### src/rtl/pc_fetch_ctrl.sv
// ----------------------------------------------------------------------------
// pc_fetch_ctrl
//   Program-counter sequencer for a small microcoded controller. It starts
//   fetching at address 0, then increments, jumps, branches or halts as the
//   decoded instruction at the current address requests.
//
//   Optional feature: define PC_CALL_STACK_EN to add a STK_DEPTH-entry return
//   stack for call/ret. When it is undefined, call and ret are ignored and
//   stk_err stays 0. The port list is the same in both builds.
//
// Parameters
//   D          program-counter / jump-target width
//   STK_DEPTH  return-stack entries (PC_CALL_STACK_EN builds only)
//
// Ports
//   clk        rising-edge clock
//   reset_n    asynchronous active-low reset
//   start      leave IDLE/DONE and begin fetching at address 0
//   stall      hold PC and state for this cycle (highest priority)
//   halt       halt instruction at the current PC: hold PC and enter DONE
//   jump_abs   unconditional jump to target
//   branch     jump to target when cond=1
//   cond       branch condition flag
//   call, ret  subroutine call / return
//   target     absolute jump address
//   prog_ctr   current fetch address (registered)
//   running    high in RUN (registered)
//   done       high in DONE (registered)
//   stk_err    sticky return-stack overflow/underflow flag
// ----------------------------------------------------------------------------
// state  | meaning
// S_IDLE | after reset, PC held at 0, waiting for start
// S_RUN  | fetching; PC advances every non-stalled cycle
// S_DONE | halted; PC holds the halting address until start
// ----------------------------------------------------------------------------
module pc_fetch_ctrl #(
    parameter int D         = 12,
    parameter int STK_DEPTH = 4
) (
    input  logic         clk,
    input  logic         reset_n,
    input  logic         start,
    input  logic         stall,
    input  logic         halt,
    input  logic         jump_abs,
    input  logic         branch,
    input  logic         cond,
    input  logic         call,
    input  logic         ret,
    input  logic [D-1:0] target,
    output logic [D-1:0] prog_ctr,
    output logic         running,
    output logic         done,
    output logic         stk_err
);

    typedef enum logic [1:0] {S_IDLE, S_RUN, S_DONE} state_t;

    state_t       r_state, w_state_nxt;
    logic [D-1:0] r_pc, w_pc_nxt, w_pc_inc;
    logic         r_running, r_done, r_err, w_err_nxt;
    logic         w_call, w_ret;

    // Natural D-bit overflow gives the required modulo-2^D wrap.
    assign w_pc_inc = r_pc + D'(1);

`ifdef PC_CALL_STACK_EN
    localparam int SPW = $clog2(STK_DEPTH + 1);
    localparam int IW  = (STK_DEPTH > 1) ? $clog2(STK_DEPTH) : 1;

    logic [D-1:0]   r_stk [STK_DEPTH];
    logic [SPW-1:0] r_sp, w_sp_nxt;
    logic           w_push, w_full, w_empty;
    logic [IW-1:0]  w_wr_idx, w_rd_idx;

    assign w_call   = call;
    assign w_ret    = ret;
    assign w_full   = (r_sp == SPW'(STK_DEPTH));
    assign w_empty  = (r_sp == '0);
    assign w_wr_idx = IW'(r_sp);
    assign w_rd_idx = IW'(r_sp - SPW'(1));

    always_ff @(posedge clk or negedge reset_n) begin
        if (!reset_n) r_sp <= '0;
        else          r_sp <= w_sp_nxt;
    end

    // Stack contents need no reset: they are unreachable while r_sp is 0.
    always_ff @(posedge clk) begin
        if (w_push) r_stk[w_wr_idx] <= w_pc_inc;
    end
`else
    logic w_unused_stk;
    assign w_call       = 1'b0;
    assign w_ret        = 1'b0;
    assign w_unused_stk = call ^ ret ^ (STK_DEPTH < 0);
`endif

    // State register plus registered outputs.
    always_ff @(posedge clk or negedge reset_n) begin
        if (!reset_n) begin
            r_state   <= S_IDLE;
            r_pc      <= '0;
            r_running <= 1'b0;
            r_done    <= 1'b0;
            r_err     <= 1'b0;
        end else begin
            r_state   <= w_state_nxt;
            r_pc      <= w_pc_nxt;
            r_running <= (w_state_nxt == S_RUN);
            r_done    <= (w_state_nxt == S_DONE);
            r_err     <= w_err_nxt;
        end
    end

    // Next-state logic.
    always_comb begin
        w_state_nxt = r_state;
        case (r_state)
            S_IDLE:  if (start) w_state_nxt = S_RUN;
            S_RUN:   if (!stall && halt) w_state_nxt = S_DONE;
            S_DONE:  if (start) w_state_nxt = S_RUN;
            default: w_state_nxt = S_IDLE;
        endcase
    end

    // Next-PC / stack / error logic.
    always_comb begin
        w_pc_nxt  = r_pc;
        w_err_nxt = r_err;
`ifdef PC_CALL_STACK_EN
        w_sp_nxt  = r_sp;
        w_push    = 1'b0;
`endif
        case (r_state)
            S_IDLE: w_pc_nxt = '0;
            S_DONE: if (start) w_pc_nxt = '0;
            S_RUN: begin
                if (stall || halt) begin
                    w_pc_nxt = r_pc;
                end else if (w_ret) begin
`ifdef PC_CALL_STACK_EN
                    if (w_empty) begin
                        w_pc_nxt  = w_pc_inc;
                        w_err_nxt = 1'b1;
                    end else begin
                        w_pc_nxt = r_stk[w_rd_idx];
                        w_sp_nxt = r_sp - SPW'(1);
                    end
`endif
                end else if (w_call) begin
                    w_pc_nxt = target;
`ifdef PC_CALL_STACK_EN
                    // A full stack still takes the call; only the push is lost.
                    if (w_full) begin
                        w_err_nxt = 1'b1;
                    end else begin
                        w_push   = 1'b1;
                        w_sp_nxt = r_sp + SPW'(1);
                    end
`endif
                end else if (jump_abs || (branch && cond)) begin
                    w_pc_nxt = target;
                end else begin
                    w_pc_nxt = w_pc_inc;
                end
            end
            default: w_pc_nxt = '0;
        endcase
    end

    // Outputs come straight from registers.
    always_comb begin
        prog_ctr = r_pc;
        running  = r_running;
        done     = r_done;
        stk_err  = r_err;
    end

endmodule
### config.mk
export PLATFORM = sky130hd
export DESIGN_NAME = pc_fetch_ctrl
export DESIGN_NICKNAME = d
export VERILOG_FILES = /design/src/rtl/pc_fetch_ctrl.sv
export SDC_FILE = /design/constraint.sdc
export NUM_CORES = 1
export LEC_CHECK = 0
export ABC_AREA = 1
export CAP_MARGIN = 20
export CORE_ASPECT_RATIO = 1.2
export CORE_MARGIN = 8
export CORE_UTILIZATION = 45
export CTS_CLUSTER_SIZE = 28
export DETAILED_ROUTE_END_ITERATION = 10
export GPL_TIMING_DRIVEN = 0
export PLACE_DENSITY_LB_ADDON = 0.1
export SLEW_MARGIN = 15
export SYNTH_ARGS = -nofsm -noshare
export SYNTH_HDL_FRONTEND = slang
export SYNTH_SLANG_ARGS = --single-unit
### constraint.sdc
create_clock -name clk -period 1.95 [get_ports clk]
set_input_delay 0.585 -clock clk [delete_from_list [all_inputs] [get_ports clk]]
set_output_delay 0.585 -clock clk [all_outputs]
set_load 0.02 [all_outputs]
# Word level (Yosys, flattened, before mapping)
# Index checks and enable logic that the tools add are counted.
# op_classes
reduce_logical	8
muxes	7
eq_ne	6
addsub	1
# op_table
op	count
$mux 12	3
$pmux 12 s2	1
$add 12x1->12 const B	1
$eq 2x1->1 const B	2
$eq 2x2->1 const B	2
$mux 2	2
$ne 2x2->1 const B	2
$pmux 2 s2	1
$logic_and 1x1->1	2
$logic_not 2->1	1
$logic_or 1x1->1	2
$reduce_and 2->1	1
$reduce_or 2->1	1
$logic_not 1->1	1
# word_totals
output_inout_bits	15
reg_bits	16
elab_cells	26

# Logic depth before layout (Yosys ltp)
# Gate-level depths: netlist (run 1).
# logic_depth
ltp_word	5
depth_mapped	8
ltp_nobuf	8

# Worst setup path before layout (run 1)
# OpenSTA, ideal clock, no wires.
# synth_path
path_kind	reg-to-reg
start	reg r_pc[0], in the netlist prog_ctr[0]
end	reg r_pc[6], in the netlist prog_ctr[6]
arrival_time_ps	1264
setup_slack_ps	569
path_buffers	0
setup_ps	117
path_stages_with_launch	8
path_cell_list	dfrtp_1 -> ha_1 -> nand3_2 -> nor2_4 -> xnor2_1 -> nand2_1 -> nand2_1 -> nand2_1
# synth_via
elab_chain_cells	4
# synth_lines
element	line	source
start: declaration	60	logic [D-1:0] r_pc, w_pc_nxt, w_pc_inc;
start signal: assignment	109	r_pc <= w_pc_nxt;
$add 12x1->12	65	assign w_pc_inc = r_pc + D'(1);
$mux 12	162	end else if (jump_abs || (branch && cond)) begin
$mux 12	139	if (stall || halt) begin
$pmux 12 s2	135	case (r_state)
# No other way between the ends. The select of a mux whose other input is x is not followed.
# A chain may end at the register's enable or synchronous reset.

# Final worst setup path (run 1)
# layout_path
start	reg r_done, in the netlist done
end	out done
# layout_rtl
element	line	source
start: declaration	61	logic r_running, r_done, r_err, w_err_nxt;
start signal: assignment	111	r_done <= (w_state_nxt == S_DONE);
end: declaration	53	output logic done,
# No word-level cell between the ends.

==> impl_metrics.env, run 1 <==
export IMPL_path_max_fanout=1
export IMPL_critical_path_class="flop to output port"
export IMPL_setup_slack_ns=0.163
export IMPL_synth_net_count=167
export IMPL_maxCapViolCount=0
export IMPL_ys_types=28
export IMPL_grt_use_met3_pct=3.15
export IMPL_cp_arrival_ns=1.20
export IMPL_cp_end_kind="output port"
export IMPL_path_delay_family="buffers and inverters"
export IMPL_drt_drc_violations_left=0
export IMPL_cts_sinks=16
export IMPL_grt_pass1_vias=1000
export IMPL_use_met2_pct=20.6
export IMPL_layout_drive_gt1_share_pct=14.4
export IMPL_chipHeight_microns=69.3
export IMPL_min_period_ns=1.79
export IMPL_drtPass1Iterations=4
export IMPL_period_share_pct=91.7
export IMPL_nets=205
export IMPL_antenna_found_initial=0
export IMPL_dpl_cell_area_sq_um=1430
export IMPL_max_freq_mhz=560
export IMPL_cp_slowest_cell="clkdlybuf4s50_1"
export IMPL_crit_buf_inv=1
export IMPL_cts_hold_buf=0
export IMPL_num_vias=1022
export IMPL_ir_worst_vdd_mv=0.596
export IMPL_cp_required_ns=1.36
export IMPL_syn_inst=144
export IMPL_setup_violations_final=0
export IMPL_p_sw_mw=0.535
export IMPL_synth_seq_cells=16
export IMPL_routabilityCongestion=0.828
export IMPL_totalWireLength_microns=2610
export IMPL_design_area_sq_um=1460
export IMPL_detail_route_antenna_nets=0
export IMPL_async_reset_ff_share_pct=100
export IMPL_clk_pin_slew_ns=0.09
export IMPL_hpwl_microns=1970
export IMPL_drv_slew=0
export IMPL_p_int_mw=0.735
export IMPL_fp_dieW_microns=60.4
export IMPL_ys_warn_count=0
export IMPL_seq_area_frac_synth_pct=37.6
export IMPL_grt_use_total_pct=13.1
export IMPL_synth_edf_count=0
export IMPL_routed_via_density=4.84
export IMPL_final_cell_mix="nand2_1 (44), nor2_1 (22), clkdlybuf4s50_1 (21)"
export IMPL_pwr_share_comb_pct=45.5
export IMPL_power_frac_clock_pct=14.1
export IMPL_root_buffer="clkbuf_4"
export IMPL_p_per_area_nw_per_um2=871
export IMPL_cts_made_buffers=3
export IMPL_insertion_delay_ns=0.29
export IMPL_max_slew_margin_pct=47.0
export IMPL_ios=37
export IMPL_pre_cts_slack_ns=0.0296
export IMPL_tns_ns=0
export IMPL_cts_path_max_buffers=2
export IMPL_grt_max_degree=17
export IMPL_synth_ff_type="dfrtp_1"
export IMPL_rows=19
export IMPL_area_growth_pct=37.2
export IMPL_antenna_cells=0
export IMPL_grt_overflow_total=0
export IMPL_mostFrequentLayoutCell="nand2_1"
export IMPL_drt_iter0_drc=19
export IMPL_hold_viol_final=0
export IMPL_io_buffer_count=33
export IMPL_finClkSkew_ns=0.0117
export IMPL_start_util_pct=47.1
export IMPL_use_met1_pct=16.5
export IMPL_critPathLaunchType="flop"
export IMPL_h_tree_depth=1
export IMPL_wire_per_inst_microns=12.4
export IMPL_total_leakage_power_nw=0.743
export IMPL_grt_pass1_wl_microns=4380
export IMPL_hold_class="flop to flop"
export IMPL_worstPathCellList="clkdlybuf4s50_1"
export IMPL_fp_coreArea_sq_um=2260
export IMPL_swShare_pct=42.2
export IMPL_worst_pin_slew_ns=0.792
export IMPL_final_util_pct=64.6
export IMPL_busiest_layer="met2"
export IMPL_cp_slowest_stage_delay_ns=0.60
export IMPL_dieArea_sq_um=4180
export IMPL_seqPwrFrac_pct=40.4
export IMPL_synth_area_sq_um=1060
export IMPL_cts_tree="built"
export IMPL_status="finished, final reports clean"
export IMPL_synth_area_per_cell_sq_um=7.39
export IMPL_rsz0062_at_grt="no"
export IMPL_fillerInstances=219
export IMPL_p_total_mw=1.27
==> final timing paths <==
check / slack [ns] / start / to / cells after the start
max reg2reg: 0.59 / prog_ctr[0] / prog_ctr[10] / 8
max: 0.16 / done / done / 1
min in group asynchronous: 0.75 / reset_n / prog_ctr[5] / 1
min: 0.57 / prog_ctr[10] / prog_ctr[10] / 2
max in group asynchronous: 0.70 / reset_n / done / 1
min reg2reg: 0.57 / prog_ctr[10] / prog_ctr[10] / 2
==> logic make-up (layout without fill, tap and decap cells) <==
group           Yosys count  in the layout  synth area share (%)
compound gates           16             16                  10.2
xor+xnor                  5              5                  4.12
fa+ha+maj                 1              1                  1.18
buf+inv                  16             52                  7.41
flops                    16             16                  37.6
other cells               1              1                 0.353
simple gates             89             89                  39.1
==> routing by layer <==
| layer | vias up | share of wire, % | routed length, microns |
|---|---|---|---|
| met5 | - | 0 | 0 |
| met4 | 0 | 0.77 | 20 |
| met3 | 2 | 4.9 | 128 |
| met2 | 19 | 50 | 1300 |
| met1 | 474 | 44 | 1160 |
| li1 | 527 | - | - |
==> stage by stage <==
stage / hold WS (ns) / instances
2_1_floorplan: 0.289 / 144
3_3_place_gp: 0.520 / 208
3_5_place_dp: 0.547 / 208
4_1_cts: 0.568 / 211
5_1_grt: 0.601 / 211
6_report: 0.574 / 211
==> power groups by stage <==
stage / logic (mW) / registers, mW / clock network [mW]
after global placement: 0.606 / 0.517 / 0
after global routing: 0.637 / 0.526 / 0.195
after floorplan: 0.287 / 0.590 / 0
after CTS: 0.593 / 0.514 / 0.184
after detailed placement: 0.613 / 0.522 / 0
final: 0.578 / 0.513 / 0.179
==> synthesized netlist by cell type, types with 2 or more instances <==
master | n | area, sq um
nand2_1 | 44 | 165
nor2_1 | 22 | 82.6
o22ai_1 | 2 | 12.5
dfrtp_1 | 16 | 400
o21ai_2 | 4 | 35.0
xnor2_1 | 5 | 43.8
nor2_4 | 4 | 45.0
nand3b_1 | 2 | 15.0
nand3_1 | 9 | 45.0
o21ai_1 | 6 | 30.0
a31o_2 | 2 | 17.5
nand4_1 | 2 | 12.5
nor2_2 | 2 | 12.5
inv_1 | 10 | 37.5
==> flip-flops by register name (all words and copies together), names as in the netlist <==
signal,cells
running,1
r_state,2
done,1
prog_ctr,12
==> cell type report <==
cell class              count  area (sq um)  area share (%)
multi-input cells         112           584            40.1
repair buffers             33           334            22.9
inverters                  13          55.1            3.77
flip-flops and latches     16           400            27.4
clock buffers               3          22.5            1.54
plain buffers               3          23.8            1.63
well taps                  31          38.8            2.66
==> timing repair <==
item | 4_1_cts | 5_1_grt
setup buffers | 0 | 0
endpoints found under the setup margin | 7 | 5
gates cloned | 0 | 0
gates resized for setup | 7 | 5
No activity file was read; power rests on OpenSTA's default activity.
==> run 2, diff against run 1 <==
--- a/config.mk
+++ b/config.mk
@@ -13,6 +13,7 @@
 export CTS_CLUSTER_SIZE = 28
 export DETAILED_ROUTE_END_ITERATION = 10
 export GPL_TIMING_DRIVEN = 0
+export MAX_ROUTING_LAYER = met4
 export PLACE_DENSITY_LB_ADDON = 0.1
 export SLEW_MARGIN = 15
 export SYNTH_ARGS = -nofsm -noshare
==> constraint.sdc (replaced) <==
create_clock -name clk -period 1.95 [get_ports clk]
set_input_delay 0.39 -clock clk [delete_from_list [all_inputs] [get_ports clk]]
set_output_delay 0.39 -clock clk [all_outputs]
set_load 0.01 [all_outputs]
==> run 2 against run 1 <==
Effect of this change:
- hold slack worse by 0.021 ns
- die area unchanged
- sequential cell count unchanged
- largest cell class unchanged
- sequential share of layout area up 0.071 points
- final cell count unchanged
- total power down 2.0%
==> impl_metrics.env, run 2 (synthesis gave the netlist of run 1 again) <==
export IMPL_cts_resized=0
export IMPL_largest_reg_flops=12
export IMPL_drt_iter0_drc=15
export IMPL_path_max_fanout=6
export IMPL_rows=19
export IMPL_fillerInstances=215
export IMPL_wire_per_inst_microns=12.3
export IMPL_drt_drc_violations_left=0
export IMPL_grt_max_degree=17
export IMPL_io_buffer_count=33
export IMPL_dieArea_sq_um=4180
export IMPL_r2r_end="prog_ctr[10]"
export IMPL_setup_violations_final=0
export IMPL_root_buffer="clkbuf_4"
export IMPL_min_period_ns=1.73
export IMPL_seqPwrFrac_pct=41.4
export IMPL_chipHeight_microns=69.3
export IMPL_grt_pass1_vias=1000
export IMPL_swShare_pct=38.9
export IMPL_h_tree_depth=1
export IMPL_max_freq_mhz=578
export IMPL_dpl_cell_area_sq_um=1430
export IMPL_critPathLaunchType="flop"
export IMPL_design_area_sq_um=1460
export IMPL_pre_cts_slack_ns=0.225
export IMPL_routed_via_density=4.83
export IMPL_worst_pin_slew_ns=0.796
export IMPL_cts_hold_buf=0
export IMPL_tns_ns=0
export IMPL_hpwl_microns=1970
export IMPL_post_cts_buffers=0
export IMPL_clk_pin_slew_ns=0.10
export IMPL_finClkSkew_ns=0.0117
export IMPL_r2r_start="prog_ctr[0]"
export IMPL_maxCapViolCount=0
export IMPL_p_int_mw=0.760
export IMPL_cp_startpoint="prog_ctr[2]"
export IMPL_ir_worst_vdd_mv=0.605
export IMPL_antenna_cells=0
export IMPL_rr_worst_depth=8
export IMPL_final_cell_mix="nand2_1 (44), clkdlybuf4s50_1 (33), nor2_1 (22)"
export IMPL_status="finished, final reports clean"
export IMPL_period_share_pct=88.7
export IMPL_grt_overflow_total=0
export IMPL_worstPathCellList="clkdlybuf4s50_1"
export IMPL_antenna_found_initial=0
export IMPL_num_vias=1020
export IMPL_insertion_delay_ns=0.29
export IMPL_cts_tree="built"
export IMPL_ios=37
export IMPL_cts_path_max_buffers=2
export IMPL_drv_slew=0
export IMPL_path_delay_family="buffers and inverters"
export IMPL_fp_coreArea_sq_um=2260
export IMPL_drtPass1Iterations=4
export IMPL_total_leakage_power_nw=0.628
export IMPL_area_growth_pct=36.8
export IMPL_power_frac_clock_pct=14.4
export IMPL_cp_required_ns=1.56
export IMPL_mostFrequentLayoutCell="nand2_1"
export IMPL_p_per_area_nw_per_um2=855
export IMPL_totalWireLength_microns=2590
export IMPL_p_sw_mw=0.484
export IMPL_critical_path_class="flop to output port"
export IMPL_ff2ff_setup_slack_ns=0.59
export IMPL_grt_pass1_wl_microns=4390
export IMPL_cp_slowest_cell="clkdlybuf4s50_1"
export IMPL_cts_sinks=16
export IMPL_nets=205
export IMPL_hold_class="primary input to async pin"
export IMPL_detail_route_antenna_nets=0
export IMPL_hold_viol_final=0
export IMPL_grt_use_total_pct=13.5
export IMPL_rsz0062_at_grt="no"
export IMPL_fp_dieW_microns=60.4
export IMPL_cp_end_kind="output port"
export IMPL_layout_drive_gt1_share_pct=14.4
export IMPL_start_util_pct=47.1
export IMPL_setup_slack_ns=0.221
export IMPL_cp_slowest_stage_delay_ns=0.58
export IMPL_crit_buf_inv=1
export IMPL_max_slew_margin_pct=46.8
export IMPL_pwr_share_comb_pct=44.2
export IMPL_cts_made_buffers=3
export IMPL_routabilityCongestion=0.840
export IMPL_cp_arrival_ns=1.34
export IMPL_p_total_mw=1.24
[run 2: cell count changes in the layout (fill, tap and decap cells not counted)]
cell / before / now
clkdlybuf4s50_1: 21 / 33
dlygate4sd2_1: 7 / 0
dlymetal6s2s_1: 5 / 0
[run 2: per-layer routing]
| metal | track usage, % | wire length [microns] | vias to the layer above |
|---|---|---|---|
| met3 | 2.60 | 118 | 2 |
| met4 | 4.79 | 23 | 0 |
| met5 | - | 0 | - |
| met2 | 20.6 | 1300 | 19 |
| met1 | 16.8 | 1150 | 472 |
| li1 | - | - | 527 |
[run 2: area by class of cell]
type	count	area (sq um)	share of cell area, %
multi-input cells	112	584	40.2
well taps	31	38.8	2.67
repair buffers	33	330	22.7
inverters	13	55.1	3.78
clock buffers	3	22.5	1.55
flip-flops and latches	16	400	27.5
plain buffers	3	23.8	1.63
[run 2: per-stage QoR]
| stage | instances | utilization (%) | hold slack (ns) |
|---|---|---|---|
| floorplan | 144 | - | 0.0944 |
| global placement | 208 | 63.4 | 0.520 |
| detailed placement | 208 | 63.4 | 0.547 |
| CTS | 211 | 64.4 | 0.568 |
| global route | 211 | 64.4 | 0.605 |
| finish | 211 | 64.4 | 0.552 |
[run 2: power groups by stage]
stage	combinational, mW	clock, mW	sequential (mW)
detailed placement	0.560	0	0.522
CTS	0.561	0.184	0.516
floorplan	0.287	0	0.539
global placement	0.552	0	0.517
finish	0.550	0.179	0.515
global route	0.608	0.195	0.528
[run 2: worst max-delay path by stage]
stage	endpoint	slack, ns	depth (start not counted)
floorplan	prog_ctr[6]	0.66	7
global placement	prog_ctr[5]	0.27	9
detailed placement	prog_ctr[8]	0.22	9
CTS	prog_ctr[2]	0.21	1
global route	prog_ctr[2]	0.18	1
finish	prog_ctr[2]	0.22	1
==> run 3, diff against run 2 <==
--- a/config.mk
+++ b/config.mk
@@ -13,7 +13,6 @@
 export CTS_CLUSTER_SIZE = 28
 export DETAILED_ROUTE_END_ITERATION = 10
 export GPL_TIMING_DRIVEN = 0
-export MAX_ROUTING_LAYER = met4
 export PLACE_DENSITY_LB_ADDON = 0.1
 export SLEW_MARGIN = 15
 export SYNTH_ARGS = -nofsm -noshare
==> run 3 against run 2 <==
Effect of this change:
- non-clock buffer count did not move
- setup slack about the same
- clock power is essentially flat
- critical path type unchanged
- largest cell class unchanged
==> impl_metrics.env, run 3 (synthesis gave the netlist of run 1 again) <==
export IMPL_start_util_pct=47.1
export IMPL_num_vias=1020
export IMPL_antenna_cells=0
export IMPL_routabilityCongestion=0.828
export IMPL_r2r_start="prog_ctr[0]"
export IMPL_ios=37
export IMPL_grt_pass1_vias=1000
export IMPL_cts_hold_buf=0
export IMPL_h_tree_depth=1
export IMPL_min_period_ns=1.73
export IMPL_area_growth_pct=36.8
export IMPL_finClkSkew_ns=0.0117
export IMPL_cp_arrival_ns=1.34
export IMPL_cts_made_buffers=3
export IMPL_cts_tree="built"
export IMPL_cts_sinks=16
export IMPL_clk_pin_slew_ns=0.10
export IMPL_cts_path_max_buffers=2
export IMPL_dieArea_sq_um=4180
export IMPL_max_freq_mhz=578
export IMPL_critPathLaunchType="flop"
export IMPL_grt_use_total_pct=13.1
export IMPL_drtPass1Iterations=4
export IMPL_fp_coreArea_sq_um=2260
export IMPL_pre_cts_slack_ns=0.225
export IMPL_detail_route_antenna_nets=0
export IMPL_setup_violations_final=0
export IMPL_mostFrequentLayoutCell="nand2_1"
export IMPL_cp_slowest_stage_delay_ns=0.58
export IMPL_tns_ns=0
export IMPL_totalWireLength_microns=2590
export IMPL_period_share_pct=88.7
export IMPL_worstPathCellList="clkdlybuf4s50_1"
export IMPL_insertion_delay_ns=0.29
export IMPL_cp_startpoint="prog_ctr[2]"
export IMPL_chipHeight_microns=69.3
export IMPL_grt_overflow_total=0
export IMPL_post_cts_buffers=0
export IMPL_ir_worst_vdd_mv=0.605
export IMPL_fp_dieW_microns=60.4
export IMPL_cp_required_ns=1.56
export IMPL_critical_path_class="flop to output port"
export IMPL_grt_pass1_wl_microns=4380
export IMPL_grt_max_degree=17
export IMPL_rsz0062_at_grt="no"
export IMPL_worst_pin_slew_ns=0.796
export IMPL_p_per_area_nw_per_um2=855
export IMPL_hold_viol_final=0
export IMPL_largest_reg_flops=12
export IMPL_cp_slowest_cell="clkdlybuf4s50_1"
export IMPL_path_max_fanout=6
export IMPL_rows=19
export IMPL_drt_drc_violations_left=0
export IMPL_hpwl_microns=1970
export IMPL_status="finished, final reports clean"
export IMPL_wire_per_inst_microns=12.3
export IMPL_setup_slack_ns=0.221
export IMPL_root_buffer="clkbuf_4"
export IMPL_total_leakage_power_nw=0.628
export IMPL_routed_via_density=4.83
export IMPL_cts_resized=0
export IMPL_max_slew_margin_pct=46.8
export IMPL_crit_buf_inv=1
export IMPL_antenna_found_initial=0
export IMPL_drt_iter0_drc=18
export IMPL_maxCapViolCount=0
export IMPL_final_cell_mix="nand2_1 (44), clkdlybuf4s50_1 (33), nor2_1 (22)"
export IMPL_io_buffer_count=33
export IMPL_cp_end_kind="output port"
export IMPL_drv_slew=0
export IMPL_nets=205
export IMPL_layout_drive_gt1_share_pct=14.4
export IMPL_hold_class="primary input to async pin"
export IMPL_path_delay_family="buffers and inverters"
==> run 3: cell counts in the layout (fill, tap and decap cells not counted) <==
No cell type changed its count.
==> run 3: area by class of cell <==
cell class | count | area, sq um
tap | 31 | 38.8
fill | 215 | 803
multi-input combinational | 112 | 584
buffer | 3 | 23.8
clock buffer | 3 | 22.5
inverter | 13 | 55.1
timing repair buffer | 33 | 330
sequential | 16 | 400
==> run 3: report_power, final <==
group	leakage [nW]	switching, mW	internal, mW
clock	0.0138	0.107	0.0717
combinational	0.402	0.275	0.275
sequential	0.212	0.101	0.413
==> run 3: worst paths after layout <==
path | to | slack [ns] | cells past startpoint
min in group clk | prog_ctr[10] | 0.57 | 2
hold reg to reg | prog_ctr[10] | 0.57 | 2
setup reg to reg | prog_ctr[10] | 0.59 | 8
setup / recovery | prog_ctr[2] | 0.22 | 1
max in group asynchronous | done | 0.89 | 1
hold / removal | prog_ctr[5] | 0.55 | 1
==> run 3: metrics by stage <==
step	std cells	area, sq um	total power [mW]	hold WS (ns)	util [%]
floorplan	144	1060	0.825	0.0944	-
global placement	208	1430	1.07	0.520	63.4
detailed placement	208	1430	1.08	0.547	63.4
CTS	211	1460	1.26	0.568	64.4
global route	211	1460	1.33	0.605	64.4
finish	211	1460	1.24	0.552	64.4
==> run 3: per-layer routing <==
metal / vias to the layer above / GRT usage (%) / routed length [microns]
met5: - / 0 / 0
met4: 0 / 4.79 / 20
met3: 2 / 3.15 / 145
met2: 19 / 20.6 / 1300
met1: 472 / 16.5 / 1130
li1: 527 / - / -
==> RTL edit: new RTL, flow settings as in run 3 <==
The option `PC_CALL_STACK_EN` is turned on by a define.
--- a/src/rtl/pc_fetch_ctrl.sv
+++ b/src/rtl/pc_fetch_ctrl.sv
@@ -33,6 +33,8 @@
 // S_RUN  | fetching; PC advances every non-stalled cycle
 // S_DONE | halted; PC holds the halting address until start
 // ----------------------------------------------------------------------------
+`define PC_CALL_STACK_EN
+
 module pc_fetch_ctrl #(
     parameter int D         = 12,
     parameter int STK_DEPTH = 4
Function: changed (a bounded check fails within 4 cycles, from zero or initial values and one cycle with reset_n low).
==> RTL edit against run 3 <==
- total power increased to 4.5 times the old value
- design area rose to 3.0 times the old value
- critical endpoint is now r_stk[1][0]$_DFFE_PP_
- sequential power grew to 3.8 times the old value
- worst setup slack got worse by 0.14 ns
- synthesized area rose to 3.2 times the old value
- largest cell class is now flip-flops and latches
- sequential cell count is 52 higher
- first-iteration DRC count increased to 8.2 times the old value
- critical path depth is 6 higher
- wire length grew to 3.3 times the old value
==> RTL edit: results (changes against run 3) <==
** Outcome
- The run finished with clean final reports.

** Placed design
- The number of instances in the placed design came to 503 (+140%).
- The port buffer count came to 35 (+6.1%).
- The final weighted congestion in routability-driven placement came to 0.878 (+6.1%).
- Placed standard-cell area :: 3900 um2 (+170%)
- The HPWL after detailed placement is 5.95 mm (+200%).

** Worst setup path
- The largest fanout on the critical path came to 10 (+4).
- Data arrival time of the worst path :: 1.93 ns (+0.59 ns)
- Reg-to-reg setup timing slack :: 0.08 ns (-0.51 ns)
- R2R depth :: 10 (+2)
- The endpoint identified for the worst register-to-register timing path is r_stk[1][0]$_DFFE_PP_.
- R2r startpoint :: r_sp[0]$_DFFE_PN0P_

** Pwr
- Leak :: 1.85 nW (+190%)
- Internal Power :: 0.00347 W (+360%)
- Peak ir drop on the vdd network :: 0.611 mV (+0.99%)

** Yosys
- Post-synth EDFFs :: 48 (+48)
- Sorting the synthesized cells by how often they occur yields 126 x nand2_1, 48 x edfxtp_1, 38 x nand3_1, 32 x inv_1, 27 x nor2_1.
- Count of warnings emitted by yosys :: 0 (unchanged)
- The mean instance size in the synthesized netlist was 8.97 um2 (+22%).
- Predominant post-synthesis flop cell :: edfxtp_1
- The number of nets produced by synthesis came to 406 (+140%).
- Share of synthesized flip-flops with an asynchronous set or reset :: 0.294 (-0.706)
- The register area share after synthesis is 0.572 (+0.196).
- The number of distinct library cell variants in the gate-level netlist after synthesis is 26 (-7.1%).
- Top post-synthesis cells by area :: edfxtp_1 42%, dfrtp_1 15%, nand2_1 14%, nand3_1 5.6%, inv_1 3.5%

** GRT
- The all-layer global routing usage is 0.166 (+0.0348).
- Maximum number of pins on one net before global-route repair :: 21 (+4)
- The number of global-route vias before repair came to 2684 (+170%).
- Global-route wire length before repair :: 13.5 mm (+210%)
- Antenna violations before repair :: 0 (unchanged)

** Clock network
- The clock latency of the later-clocked register in the worst-skew pair is 0.34 ns (+0.05 ns).
- The number of clock buffers inserted by TritonCTS is 9 (+6).
- Worst-case clock buffer depth :: 2 (unchanged)
- Master cell of the clock root buffer :: clkbuf_8
- Clk pin slew, worst setup/hold paths :: 0.08 ns (-0.02 ns)
- The total number of H-tree levels was 3 (+2).

** Finish
- More flip-flops sit in one register than any other, and that register is r_stk.
- The number of flip-flops in the largest register came to 48 (+36).
- Fill cells :: 635 (+200%)
- Final net count :: 467 (+130%)
- Fraction of final layout cells sized beyond drive strength 1 :: 0.155 (+0.0110)
- The antenna cell count is 0 (unchanged).

** Detailed routing
- The number of DRC markers after the initial detailed-route iteration came to 148 (+130).
- The length of the first detailed-routing pass in iterations came to 4 (unchanged).
- The post-detailed-route wirelength per cell was 15.8 um (+29%).
- Routed via count :: 2706 (+170%)
- The via-per-instance ratio was 5.07 (+4.8%).

** STA
- The worst clock skew is 0.0111 ns (-0.000648 ns).
- The worst hold-check slack was 0.295 ns (-0.257 ns).
- The worst-case headroom to the max-slew limit came to 0.723 (+0.256).

** Hold path
- Hold Path Class :: input pin to asynchronous set/reset pin
==> RTL edit: changes by cell type in the layout (fill, tap and decap cells not counted), sizes merged, moves of 5 or more <==
| cell | before | now |
|---|---|---|
| nand2 | 46 | 128 |
| nand3 | 10 | 38 |
| buf | 3 | 26 |
| o21ai | 10 | 20 |
| edfxtp | 0 | 48 |
| ha | 1 | 6 |
| a21oi | 2 | 22 |
| clkbuf | 3 | 10 |
| inv | 12 | 36 |
==> RTL edit: worst max path at each step <==
stage | endpoint | from
after floorplan | r_stk[0][0]$_DFFE_PP_ | r_sp[0]$_DFFE_PN0P_
after detailed placement | r_stk[0][7]$_DFFE_PP_ | halt
final | r_stk[1][0]$_DFFE_PP_ | halt
after global placement | r_stk[0][7]$_DFFE_PP_ | halt
after CTS | r_stk[1][3]$_DFFE_PP_ | r_sp[0]$_DFFE_PN0P_
after global routing | r_stk[1][0]$_DFFE_PP_ | r_sp[0]$_DFFE_PN0P_
==> RTL edit: power by group through the flow <==
stage	clock network [W]	logic [W]	registers [W]
floorplan	0	0.00129	0.00197
global placement	0	0.00201	0.00196
detailed placement	0	0.00204	0.00196
CTS	0.00127	0.00222	0.00193
global route	0.00133	0.00270	0.00196
finish	0.00126	0.00241	0.00194
==> RTL edit: cell families (layout without fill, tap and decap cells) <==
| family | after synthesis | after routing | synth area share |
|---|---|---|---|
| xor gates and xnor gates | 8 | 8 | 0.0229 |
| DFF | 68 | 68 | 0.572 |
| adders and majority gates | 6 | 6 | 0.0221 |
| and+or+nand+nor | 201 | 201 | 0.248 |
| buffers and inverters | 47 | 113 | 0.0594 |
| AOI/OAI and AO/OA | 48 | 48 | 0.0756 |
==> RTL edit: worst max-delay path: stages <==
cell and delay [ns]:
clkdlybuf4s50_1 0.43, nor2_2 0.21, nand2_2 0.19, inv_2 0.15, nand3_4 0.15, nor2_4 0.21
clkbuf_16 0.19
==> RTL edit: cell type report <==
class	instances	area, um2	area share
buffer	12	100	0.0228
clock buffer	9	124	0.0282
clock inverter	7	90.1	0.0205
inverter	35	149	0.0339
multi-input combinational	263	1340	0.304
sequential	68	1940	0.443
tap	90	113	0.0257
timing repair buffer	50	534	0.122
==> RTL edit: repair_timing <==
action | CTS | global route
resized for setup | 13 | 16
pin swaps | 5 | 7
setup endpoints to repair | 64 | 63
cloned | 0 | 1
buffers inserted | 8 | 5
==> RTL edit: layer usage <==
layer	wire (um)	GRT usage	up-vias
li1	-	-	1371
met1	3730	0.213	1267
met4	104	0.0428	0
met3	345	0.0427	9
met2	4260	0.268	59
met5	0	0	-
==> RTL edit: stage by stage <==
step                      TNS (ns)  setup WS [ns]
after CTS                        0         0.0207
after global placement      -27.20         -0.492
after detailed placement    -28.26         -0.519
after floorplan                  0         0.0420
after global routing             0       0.000149
final                            0         0.0802
